<file path="config.mk">
export PLATFORM = sky130hd
export DESIGN_NAME = ram8_bank
export DESIGN_NICKNAME = d
export VERILOG_FILES = /design/src/rtl/ram8_bank.sv
export SDC_FILE = /design/constraint.sdc
export NUM_CORES = 1
export LEC_CHECK = 0
export ABC_AREA = 1
export BUFFER_PORTS_ARGS = -buffer_cell sky130_fd_sc_hd__buf_2
export CORE_ASPECT_RATIO = 1.25
export CORE_MARGIN = 5
export CORE_UTILIZATION = 50
export DETAILED_ROUTE_END_ITERATION = 10
export GPL_TIMING_DRIVEN = 0
export MAX_ROUTING_LAYER = met4
export PLACE_DENSITY = 0.68
export SLEW_MARGIN = 5
export SYNTH_ARGS = -nofsm -noshare
export SYNTH_HDL_FRONTEND = slang
export SYNTH_SLANG_ARGS = --single-unit
</file>
<file path="constraint.sdc">
create_clock -name clk -period 1.8 [get_ports clk]
set_input_delay 0.27 -clock clk [delete_from_list [all_inputs] [get_ports clk]]
set_output_delay 0.27 -clock clk [all_outputs]
set_load 0.02 [all_outputs]
</file>
<file path="src/rtl/ram8_bank.sv">
// ram8_bank: eight-word Hack RAM8 register bank.
// A three-level demux tree steers the load strobe to exactly one word's write enable.
// The read path is a combinational 8-way mux that selects word[address].
module ram8_bank #(
  parameter int unsigned WIDTH  = 16,
  parameter int unsigned ADDR_W = 3
) (
  input  logic              clk,
  input  logic              rst_n,
  input  logic [WIDTH-1:0]  in,
  input  logic              load,
  input  logic [ADDR_W-1:0] address,
  output logic [WIDTH-1:0]  out
);

  localparam int unsigned Depth = 1 << ADDR_W;

  // The decode tree below is hard-wired for exactly three address bits.
  if (ADDR_W != 3) begin : gen_bad_addr_w
    $error("ram8_bank: ADDR_W must be 3");
  end

  // Hack DMux: the selected output carries d_in, the other output is 0.
  // The result is {b, a}, where a is routed when sel = 0 and b when sel = 1.
  function automatic logic [1:0] demux(input logic d_in, input logic sel);
    demux = sel ? {d_in, 1'b0} : {1'b0, d_in};
  endfunction

  logic [1:0]       en_l1;
  logic [3:0]       en_l2;
  logic [Depth-1:0] en_l3;

  logic [WIDTH-1:0] word_q [Depth];
  logic [WIDTH-1:0] word_d [Depth];

  // Load decode: split on address[2], then address[1], then address[0].
  always_comb begin
    en_l1 = demux(load, address[2]);
    en_l2 = {demux(en_l1[1], address[1]), demux(en_l1[0], address[1])};
    en_l3 = {demux(en_l2[3], address[0]), demux(en_l2[2], address[0]),
             demux(en_l2[1], address[0]), demux(en_l2[0], address[0])};
  end

  // Next state: only the enabled word takes the write data; all others hold.
  always_comb begin
    for (int i = 0; i < Depth; i++) begin
      word_d[i] = word_q[i];
      if (en_l3[i]) begin
        word_d[i] = in;
      end
    end
  end

  // Word storage; asserting reset clears every word at once.
  always_ff @(posedge clk or negedge rst_n) begin
    if (!rst_n) begin
      for (int i = 0; i < Depth; i++) begin
        word_q[i] <= '0;
      end
    end else begin
      for (int i = 0; i < Depth; i++) begin
        word_q[i] <= word_d[i];
      end
    end
  end

  // Read mux: combinational, with no write-through bypass.
  always_comb begin
    out = word_q[address];
  end

endmodule

</file>
==> reports/qor.csv <==
stage,metric,value,unit
final_layout,"commonest cells after routing, fill and taps aside","nand2_1, inv_1, dfrtp_1, o21ai_0, nand3_1",
final_layout,final non-filler cell total,1097,
floorplanning,core area,12200,um^2
route,DRC viols,0,
run_status,status,"finished, final reports clean",
final_layout,Finished Core Util,60.4,%
sta,Final Cycle Share,96.6,%
route,via count,5653,
grt,first-pass GRT wire length,29500,um
synthesis,"area leader, netlist",dfrtp_1,
final_layout,Top Registers,word_q (128),
power,cell leakage power,4.03,nW
clock_tree,TritonCTS Buffers,17,
route,Antenna Nets Post-Route,0,
synthesis,syn_area_per_cell,7.22,um^2
placed_design,Final GP Congestion,0.909,
clock_tree,Max Buffers Root-to-Sink,2,
sta,Fmax,0.575,GHz
sta,Tightest Pin Transition,0.558,ns
worst_setup_path,CP Cell Sequence,buf_2 -> buf_4 -> clkbuf_2 -> nand2_1 -> nand3_1 -> nand2_1 -> nand2_1 -> nand2_1 -> buf_2,
clock_tree,Sink Count,128,
floorplanning,overall die area,14800,um^2
worst_setup_path,Most Frequent Cell on Critical Path,nand2_1,
route,routed wire length,18600,um
placed_design,placed cell count,1064,
grt,total grt overflow,0,
worst_setup_path,Buf/Inv on CP,4,
clock_tree,post-CTS setup buffer count,0,
synthesis,sequential-to-total area share from yosys stat,51.4,%
placed_design,Post-DP HPWL,12600,um
sta,clock skew,0,ns
final_layout,nets,942,
synthesis,Post-Syn Area,6230,um^2
clock_tree,H-tree Lvls,4,
final_layout,number of flip-flops under the largest register name,128,
floorplanning,IO Count,38,
worst_setup_path,"delay-heaviest family, CP",buffers and inverters,
route,drt first pass iters,5,
synthesis,yosys warns,0,
grt,largest net degree at the start of global routing,73,
final_layout,most flop-heavy register,word_q,
synthesis,Yosys top cell area share,51.4,%
sta,setup slack after layout,0.0606,ns
sta,Final Hold Viols,0,
clock_tree,CTS Root Cell,clkbuf_16,
clock_tree,clk slew on worst S/H paths,0.06,ns
power,pwr dens,1200,nW/um^2
sta,relative slew slack,62.8,%
worst_setup_path,CP max FO,10,
worst_setup_path,crit-path max cell delay,0.25,ns
sta,min cycle time layout,1.74,ns
sta,Setup-failing EPs final,0,
floorplanning,Die Width,110,um
synthesis,Synth Instances,863,
clock_tree,TritonCTS clock tree,yes,
synthesis,Yosys cell types,13,
worst_setup_path,Worst R2R Setup Slack,1.09,ns
final_layout,share of cells above drive strength 1,10.8,%
worst_setup_path,Crit path required time,1.53,ns
final_layout,Area growth syn-to-layout,17.9,%
synthesis,top post-synthesis cells by area,"dfrtp_1, nand2_1, o21ai_0",
worst_setup_path,CP startpoint kind,input pin,
route,DR iter-0 viols,373,
route,Wirelength per Cell,17.0,um
grt,vias in the first global route,5415,
grt,initial antenna violation count,0,
flow_run,max cap viols,0,
placed_design,setup slack at placement,-0.263,ns
worst_setup_path,arrival time worst endpoint,1.47,ns
final_layout,number of antenna diodes,0,
worst_setup_path,critical path class,in -> out,
floorplanning,Die Y-Extent,135,um
worst_setup_path,Critical-path top delay cell,clkbuf_2,
floorplanning,# rows,45,
synthesis,total nets after synthesis,885,
grt,Total GRT Usage,27.6,%
power,Worst VDD drop,0.555,mV
floorplanning,Starting Density,51.3,%
placed_design,PortBufs,36,
synthesis,post-synthesis register bit count,128,
final_layout,"commonest non-fill, non-tap cell in the layout",nand2_1,
clock_tree,Worst-Skew Late Latency,0.42,ns
worst_setup_path,critical path capture point type,output pin,
route,Vias/cell,5.15,
min_path,Hold WC Path Type,in -> reg,
sta,setup TNS,0,ns
sta,Max Slew Vio Count,0,
## cell families after synthesis
group                  share of synthesized area, %
AND/OR/NAND/NOR                                26.2
buffers and inverters                          12.2
flip-flops                                     51.4
AO/OA/AOI/OAI                                  10.3
## area by class of cell
class	count	area, um^2
fillers	1180	4810
flip-flops and latches	128	3200
plain buffers	48	268
repair buffers	38	226
multi-input cells	538	2280
well taps	164	205
inverters	149	562
clock buffers	18	439
clock inverters	14	166
## synthesized netlist by cell type
master,count
inv_2,1
nor2_2,1
nor2_1,1
buf_1,6
o21ai_0,127
dfrtp_1,128
nand4_1,2
o21ai_1,1
clkbuf_1,27
inv_1,148
buf_2,15
nand3_1,69
nand2_1,337
## stage by stage
stage	cell area (um^2)	hold WS [ns]	total power, mW
2_1_floorplan	6230	-0.0256	4.72
3_3_place_gp	6620	0.465	5.19
3_5_place_dp	6650	0.270	5.25
4_1_cts	7310	0.0608	8.76
5_1_grt	7350	0.0728	9.23
6_report	7350	0.0633	8.78
## final timing paths
| path | from | to | depth (start not counted) |
|---|---|---|---|
| min in group asynchronous | rst_n | word_q[17] | 2 |
| worst min-delay path | in[4] | word_q[36] | 3 |
| worst max register to register | word_q[83] | word_q[83] | 2 |
| worst max-delay path | address[0] | out[8] | 9 |
| max in group asynchronous | rst_n | word_q[117] | 3 |
| worst min register to register | word_q[114] | word_q[114] | 2 |
## metal layers
layer  wire (um)  vias to the layer above  part of all wire (%)  GRT usage (%)
li1            -                     2731                     -              -
met4         745                        0                   4.0           12.3
met5           0                        -                     0              -
met3        1060                       47                   5.7           5.31
met2        8550                      186                    46           40.4
met1        8290                     2689                    44           37.3
## worst register-to-register path: stages (launching register included)
cell	delay, ns
dfrtp_1	0.39
nand2_1	0.07
o21ai_0	0.10
## power by group
part / leakage, nW / switching, mW / internal (mW) / total (mW)
registers: 1.60 / 0.270 / 3.42 / 3.70
logic: 2.14 / 1.01 / 0.550 / 1.56
clock network: 0.288 / 1.32 / 2.20 / 3.53
## what timing repair did
item                                   4_1_cts  5_1_grt
endpoints found under the hold margin       56        0
resized for setup                           21       20
setup endpoints to repair                   16       16
hold buffers                                 1        0
No activity file was read; power rests on OpenSTA's default activity.
